==> config.mk <==
export PLATFORM = sky130hd
export DESIGN_NAME = if_id_skid_stage
export DESIGN_NICKNAME = d
export VERILOG_FILES = /design/src/rtl/cpu_pipe_pkg.sv /design/src/rtl/perf_ctr.sv /design/src/rtl/if_id_skid_stage.sv
export SDC_FILE = /design/constraint.sdc
export NUM_CORES = 1
export LEC_CHECK = 0
export CAP_MARGIN = 20
export CORE_MARGIN = 2
export CORE_UTILIZATION = 50
export CTS_CLUSTER_SIZE = 12
export DETAILED_ROUTE_END_ITERATION = 6
export PLACE_DENSITY = 0.89
export SLEW_MARGIN = 20
export SYNTH_ARGS = -nofsm -noshare
export SYNTH_HDL_FRONTEND = slang
export SYNTH_HIERARCHICAL = 1
export SYNTH_SLANG_ARGS = --single-unit
==> constraint.sdc <==
create_clock -name clk -period 6 [get_ports clk]
set_input_delay 1.2 -clock clk [delete_from_list [all_inputs] [get_ports clk]]
set_output_delay 1.2 -clock clk [all_outputs]
set_load 0.02 [all_outputs]
==> src/rtl/cpu_pipe_pkg.sv <==
// Shared pipeline types and constants for the CPU front end.
// Imported by the IF->ID stage and its helpers.
package cpu_pipe_pkg;

  localparam int XLEN = 32;
  localparam logic [31:0] NOP_INST = 32'h0000_0013;

  typedef struct packed {
    logic [XLEN-1:0] pc;
    logic [XLEN-1:0] inst;
  } if_id_t;

endpackage

==> src/rtl/perf_ctr.sv <==
// Free-running wrap-around event counter.
// Used by if_id_skid_stage when IF_ID_PERF_EN is defined.
module perf_ctr
  import cpu_pipe_pkg::*;
(
  input  logic            clk,
  input  logic            rst,
  input  logic            en_i,
  output logic [XLEN-1:0] cnt_o
);

  logic [XLEN-1:0] cnt_q;
  logic [XLEN-1:0] cnt_d;

  always_comb begin
    cnt_d = cnt_q;
    if (en_i) cnt_d = cnt_q + 1'b1;
  end

  always_ff @(posedge clk or posedge rst) begin
    if (rst) cnt_q <= '0;
    else     cnt_q <= cnt_d;
  end

  assign cnt_o = cnt_q;

endmodule

==> src/rtl/if_id_skid_stage.sv <==
// IF->ID stage: registered-ready skid buffer with flush bubble.
// IF_ID_PERF_EN adds stall_cnt/flush_cnt counters.
module if_id_skid_stage
  import cpu_pipe_pkg::*;
#(
  parameter int                PC_W            = 32,
  parameter int                INST_W          = 32,
  parameter logic [INST_W-1:0] NOP_INST        = cpu_pipe_pkg::NOP_INST,
  parameter bit                BUBBLE_ON_FLUSH = 1'b1
) (
  input  logic              clk,
  input  logic              rst,
  input  logic              flush,
  input  logic              in_valid,
  output logic              in_ready,
  input  logic [PC_W-1:0]   in_pc,
  input  logic [INST_W-1:0] in_inst,
  output logic              out_valid,
  input  logic              out_ready,
  output logic [PC_W-1:0]   out_pc,
  output logic [INST_W-1:0] out_inst
`ifdef IF_ID_PERF_EN
  ,
  output logic [31:0]       stall_cnt,
  output logic [31:0]       flush_cnt
`endif
);

  logic              m_v_q, m_v_d;
  logic [PC_W-1:0]   m_pc_q, m_pc_d;
  logic [INST_W-1:0] m_inst_q, m_inst_d;
  logic              s_v_q, s_v_d;
  logic [PC_W-1:0]   s_pc_q, s_pc_d;
  logic [INST_W-1:0] s_inst_q, s_inst_d;

  logic accept;
  logic main_free;

  assign accept    = in_valid & ~s_v_q;
  assign main_free = ~m_v_q | out_ready;

  always_comb begin
    m_v_d    = m_v_q;
    m_pc_d   = m_pc_q;
    m_inst_d = m_inst_q;
    s_v_d    = s_v_q;
    s_pc_d   = s_pc_q;
    s_inst_d = s_inst_q;
    if (flush) begin
      s_v_d    = 1'b0;
      m_v_d    = BUBBLE_ON_FLUSH;
      m_pc_d   = in_pc;
      m_inst_d = NOP_INST;
    end else if (main_free) begin
      // in_ready is low whenever skid is full, so no accept here
      if (s_v_q) begin
        m_v_d    = 1'b1;
        m_pc_d   = s_pc_q;
        m_inst_d = s_inst_q;
        s_v_d    = 1'b0;
      end else begin
        m_v_d    = accept;
        m_pc_d   = in_pc;
        m_inst_d = in_inst;
      end
    end else if (accept) begin
      s_v_d    = 1'b1;
      s_pc_d   = in_pc;
      s_inst_d = in_inst;
    end
  end

  always_ff @(posedge clk or posedge rst) begin
    if (rst) begin
      m_v_q    <= 1'b0;
      m_pc_q   <= '0;
      m_inst_q <= NOP_INST;
      s_v_q    <= 1'b0;
      s_pc_q   <= '0;
      s_inst_q <= NOP_INST;
    end else begin
      m_v_q    <= m_v_d;
      m_pc_q   <= m_pc_d;
      m_inst_q <= m_inst_d;
      s_v_q    <= s_v_d;
      s_pc_q   <= s_pc_d;
      s_inst_q <= s_inst_d;
    end
  end

  assign in_ready  = ~s_v_q;
  assign out_valid = m_v_q;
  assign out_pc    = m_pc_q;
  assign out_inst  = m_inst_q;

`ifdef IF_ID_PERF_EN
  perf_ctr u_stall_ctr (
    .clk   (clk),
    .rst   (rst),
    .en_i  (m_v_q & ~out_ready),
    .cnt_o (stall_cnt)
  );

  perf_ctr u_flush_ctr (
    .clk   (clk),
    .rst   (rst),
    .en_i  (flush),
    .cnt_o (flush_cnt)
  );
`endif

endmodule
==> run_results.csv, run 1 <==
group,metric,value,unit
clock_tree,cts_setup_buffers,0,
clock_tree,clk_latency,0.41,ns
yosys,synth_flop_cell,"dfrtp_1",
power,seq_power_share,42.7,%
die,die_w,110,microns
sta,finalSetupTns,0,ns
routing,viasPerCell,5.24,
yosys,synthDistinctLibCells,19,
yosys,synthCells,421,
yosys,ys_ff_latch,130,
yosys,yosys_warnings,6,
routing,vias,3686,
clock_tree,clock_sinks,130,
worst_setup_path,critPathBufInv,2,
yosys,synth_common_cells,"dfrtp_1, mux2i_1, nand2_1, o21ai_0, mux2_4",
power,vdd_drop_max,0.198,mV
sta,fin_ws,2.51,ns
global_routing,met2_usage,34.7,%
die,io_pins,135,
global_routing,grt_max_degree,94,
worst_setup_path,startpoint_type,"register",
cells_and_area,fin_nets,619,
clock_tree,cts_hold_buf,0,
worst_setup_path,reg2reg_slack,3.07,ns
power,swShare,25.0,%
worst_setup_path,critPathKind,"register to output pin",
routing,drc,0,
cells_and_area,diodes,0,
power,total_power,2.60,mW
sta,finalHoldViolCount,0,
die,dieArea,0.0122,sq mm
die,rows,38,
die,core_area,0.0109,sq mm
power,power.switching,650,uW
run_status,status,"finished clean",
sta,fin_worst_skew,0.00844,ns
global_routing,grt_pass1_wl,20600,microns
power,pwr-share-comb,17.1,%
yosys,yosysSeqAreaShare,57.5,%
clock_tree,cts_tree,"yes",
worst_setup_path,critPathArrivalTime,2.29,ns
global_routing,met3_usage,6.20,%
power,power_density,340,mW/mm^2
sta,finalMaxSlewViolations,0,
power,p_leak,3.55,nW
sta,tightest_slew,1.08,ns
routing,drt_iter0_markers,124,
yosys,synth_edf_count,0,
power,clkPwrFrac,40.2,%
yosys,yosysTopAreaCellShare,54.8,%
die,fp.dieH,110,microns
sta,rsz0062_at_grt,"no",
cells_and_area,area.growth.synth_to_final,35.0,%
cells_and_area,fillers,771,
yosys,synth_area_leader_cell,"dfrtp_1",
placement,dp_hpwl,7890,microns
sta,finalCritPeriodShare,58.2,%
worst_setup_path,critical_path.top_delay_family,"flip-flops",
yosys,syn_area_per_cell,13.5,sq um
yosys,syn_nets,490,
worst_setup_path,worstPathRequired,4.80,ns
yosys,synthArstFlopShare,100,%
global_routing,grt_pass1_vias,4064,
sta,clock.fmax,286,MHz
worst_setup_path,crit_path_end_kind,"output pin",
routing,routed_wl,12100,microns
routing,wl_per_cell,17.2,microns
yosys,synth.most_common_cell,"dfrtp_1",
yosys,ys_top_cells_by_area,"dfrtp_1, mux2_4, mux2i_1, o21ai_0, nand2_1",
yosys,synthesis.area,0.00567,sq mm
cells_and_area,multi_input_area,0.00222,sq mm
global_routing,overflow,0,
placement,place_ws,2.41,ns
placement,placement.io_buffers,134,
clock_tree,cts-root-buf,"clkbuf_16",
global_routing,grtUsageTotal,20.9,%
clock_tree,h-tree-depth,4,
global_routing,busiest_layer,"met2",
worst_hold_path,min_path_type,"register to register",
run,drv_cap,0,
routing,ant_nets,0,
placement,place.gp.congestion,0.776,
routing,first_pass_iters,4,
sta,period_minus_slack,3.49,ns
clock_tree,cts.path.max_buffers,2,
cells_and_area,drive_gt1_share,20.1,%
clock_tree,numCtsBuffers,17,
worst_setup_path,crit_path_max_incr_delay,1.02,ns
global_routing,antenna_found_initial,0,
cells_and_area,ff_latch_area,0.00326,sq mm
sta,maxSlewHeadroom,28.2,%
worst_setup_path,path_cells,"inv_1 > clkdlybuf4s50_1",
worst_setup_path,slowest_stage,"dfrtp_2",
power,p_int,1.95,mW
sta,setup_viol,0,
global_routing,use_met1,26.2,%
clock_tree,clk_pin_slew,0.06,ns
worst_setup_path,worstPathMaxFanout,35,
clock_tree,cts_resized,0,
die,initial_core_util,51.8,%
==> final timing paths <==
check	start	to	cells past startpoint
min reg2reg	out_pc[14]$_DFFE_PP0P_	out_pc[14]$_DFFE_PP0P_	2
min	out_pc[14]$_DFFE_PP0P_	out_pc[14]$_DFFE_PP0P_	2
max	s_v_q$_DFFE_PP0P_	in_ready	2
max reg2reg	s_v_q$_DFFE_PP0P_	s_pc_q[6]$_DFFE_PP0P_	4
min in group asynchronous	rst	s_pc_q[17]$_DFFE_PP0P_	2
max in group asynchronous	rst	s_pc_q[10]$_DFFE_PP0P_	3
==> power by group through the flow <==
stage,combinational (mW),sequential [mW],clock [mW]
floorplan,0.241,1.14,0
global placement,0.430,1.11,0
detailed placement,0.448,1.12,0
CTS,0.450,1.11,1.06
global route,0.476,1.13,1.10
finish,0.444,1.11,1.04
==> cell usage in the layout (no fill, tap or decap), types with 4 or more instances in the layout <==
cell             Yosys  routed
clkbuf_16            0      17
clkbuf_8             0       4
clkdlybuf4s50_1      0     134
clkinvlp_4           0       5
dfrtp_1            124     123
dfstp_2              6       6
mux2_2               7       7
mux2_4              60      60
mux2i_1             61      61
nand2_1             61      61
o21ai_0             61      61
==> logic make-up after synthesis <==
logic type      synth area share (%)
compound gates                  5.98
mux                             28.1
buf+inv                         3.25
simple gates                    5.17
flops                           57.5
==> per-layer routing <==
layer  part of all wire, %  routed length, microns
met1                    43                    5230
met2                    49                    5970
met3                   6.1                     731
met4                   1.2                     147
met5                     0                       0
==> sequential cells by signal, summed over array words and instances (netlist names) <==
name       flops
s_pc_q        32
out_valid      1
out_inst      32
s_v_q          1
s_inst_q      32
out_pc        32
==> tightest hold or removal path: stages (launching register included) <==
cell and delay, ns:
dfrtp_1 0.33, nand2_1 0.05, o21ai_0 0.06
==> per-stage QoR <==
step,area (sq um),utilization [%],hold WS (ns),std cells
floorplan,5670,-,0.479,421
global placement,7040,64.4,0.460,671
detailed placement,7040,64.4,0.470,671
CTS,7650,69.9,0.483,703
global route,7650,70.0,0.497,703
finish,7650,70.0,0.478,703
==> final cells by class <==
cell class              instances  area share (%)
well taps                     140            2.29
multi-input cells             261            29.1
clock buffers                  21            6.28
flip-flops and latches        130            42.6
clock inverters                11            1.68
repair buffers                137            17.8
inverters                       3           0.213
(Power assumes the default switching activity.)
==> run 2: changes to the inputs <==
==> constraint.sdc (replaced) <==
create_clock -name clk -period 3.6 [get_ports clk]
set_input_delay 0.72 -clock clk [delete_from_list [all_inputs] [get_ports clk]]
set_output_delay 0.72 -clock clk [all_outputs]
set_load 0.02 [all_outputs]
==> run_results.csv, run 2 (synthesis gave the netlist of run 1 again) <==
group,metric,value,unit
sta,finalCritPeriodShare,63.4,%
die,initial_core_util,51.8,%
worst_setup_path,timing.rr.start,"s_v_q$_DFFE_PP0P_",
routing,ant_nets,0,
sta,fin_worst_skew,0.0122,ns
worst_setup_path,r2r_end,"out_pc[20]$_DFFE_PP0P_",
worst_hold_path,min_path_type,"register to register",
worst_setup_path,critical_path.top_delay_family,"buffers and inverters",
power,vdd_drop_max,0.321,mV
run_status,status,"finished clean",
routing,vias,3735,
die,rows,38,
worst_setup_path,worstPathMaxFanout,2,
placement,place.gp.congestion,0.757,
run,drv_cap,0,
worst_setup_path,critPathBufInv,1,
die,core_area,0.0109,sq mm
worst_setup_path,slowest_stage,"clkdlybuf4s50_1",
cells_and_area,stdcell_area,0.00775,sq mm
power,p_leak,3.61,nW
cells_and_area,fin_nets,624,
global_routing,grt_max_degree,94,
cells_and_area,diodes,0,
cells_and_area,drive_gt1_share,20.8,%
cells_and_area,fillers,756,
worst_setup_path,startpoint_type,"register",
clock_tree,cts_tree,"yes",
routing,drc,0,
routing,viasPerCell,5.28,
die,die_w,110,microns
placement,placement.io_buffers,134,
die,io_pins,135,
global_routing,antenna_found_initial,0,
sta,finalMaxSlewViolations,0,
die,dieArea,0.0122,sq mm
clock_tree,cts-root-buf,"clkbuf_16",
power,total_power,4.46,mW
worst_setup_path,crit_path_end_kind,"output pin",
sta,clock.fmax,438,MHz
cells_and_area,layout_commonest_cell,"clkdlybuf4s50_1",
die,fp.dieH,110,microns
sta,finalHoldViolCount,0,
global_routing,grtUsageTotal,21.1,%
sta,maxSlewHeadroom,41.4,%
sta,setup_viol,0,
clock_tree,cts_resized,0,
clock_tree,h-tree-depth,4,
routing,drt_iter0_markers,163,
worst_hold_path,hold_depth,2,
worst_setup_path,worstPathRequired,2.88,ns
clock_tree,cts_setup_buffers,0,
placement,dpl_cell_area,0.00710,sq mm
power,power_density,576,mW/mm^2
sta,period_minus_slack,2.28,ns
global_routing,overflow,0,
worst_setup_path,path_cells,"clkdlybuf4s50_1",
cells_and_area,area.growth.synth_to_final,36.7,%
worst_hold_path,hold_end,"out_inst[6]$_DFFE_PP0P_",
clock_tree,cts.path.max_buffers,2,
worst_setup_path,critPathArrivalTime,1.56,ns
clock_tree,cts_hold_buf,0,
sta,tightest_slew,0.879,ns
clock_tree,clk_pin_slew,0.06,ns
worst_setup_path,ff2ff_path_depth,5,
worst_setup_path,cp-startpoint,"out_inst[0]$_DFFE_PP1P_",
worst_hold_path,worstHoldStart,"out_inst[6]$_DFFE_PP0P_",
worst_setup_path,crit_path_max_incr_delay,0.61,ns
clock_tree,clock_sinks,130,
clock_tree,clk_latency,0.41,ns
sta,rsz0062_at_grt,"no",
routing,routed_wl,12300,microns
placement,dp_hpwl,7900,microns
worst_setup_path,reg2reg_slack,1.68,ns
cells_and_area,mostFrequentLayoutCells,"clkdlybuf4s50_1, dfrtp_1, mux2i_1, nand2_1, o21ai_0",
sta,finalSetupTns,0,ns
global_routing,grt_pass1_vias,4042,
routing,first_pass_iters,4,
routing,wl_per_cell,17.4,microns
clock_tree,numCtsBuffers,17,
worst_setup_path,critPathKind,"register to output pin",
global_routing,grt_pass1_wl,20700,microns
run 2: through the flow:
step	cells	utilization, %	hold slack (ns)	worst slack (ns)
final	708	70.8	0.478	1.32
after detailed placement	676	65.0	0.471	0.905
after global placement	676	65.0	0.461	0.970
after CTS	708	70.8	0.485	1.32
after global routing	708	70.8	0.514	1.19
after floorplan	421	-	0.479	1.28
run 2: worst min-delay path, cell delays in order (launching register included):
cell and delay [ns]:
dfrtp_1 0.34, nand2_1 0.05, o21ai_0 0.06
run 2: layer usage:
layer | vias up | wire length, microns | global-route usage [%]
li1 | 1739 | - | -
met1 | 1874 | 5390 | 26.8
met2 | 109 | 6170 | 35.4
met3 | 13 | 647 | 5.87
met4 | 0 | 118 | 6.33
met5 | - | 0 | 0
run 2: cell type report:
| type | instances | area [sq um] | share of cell area [%] |
|---|---|---|---|
| multi-input cells | 261 | 2220 | 28.7 |
| clock inverters | 12 | 178 | 2.29 |
| flip-flops and latches | 130 | 3260 | 42.1 |
| repair buffers | 142 | 1430 | 18.4 |
| inverters | 3 | 15.0 | 0.194 |
| well taps | 140 | 175 | 2.26 |
| clock buffers | 20 | 467 | 6.02 |
run 2: how the worst max path moves through the flow:
stage / end / slack, ns / cells past startpoint
2_1_floorplan: out_inst[10]$_DFFE_PP0P_ / 1.28 / 1
3_3_place_gp: s_inst_q[30]$_DFFE_PP0P_ / 0.97 / 5
3_5_place_dp: out_pc[16]$_DFFE_PP0P_ / 0.90 / 4
4_1_cts: out_inst[1] / 1.32 / 1
5_1_grt: out_pc[16]$_DFFE_PP0P_ / 1.19 / 4
6_report: out_inst[0] / 1.32 / 1
run 2: power by group:
part | total, mW | leakage (nW) | internal [mW] | switching (mW)
clock | 1.86 | 0.317 | 1.22 | 0.647
sequential | 1.84 | 1.58 | 1.70 | 0.137
combinational | 0.756 | 1.71 | 0.456 | 0.300
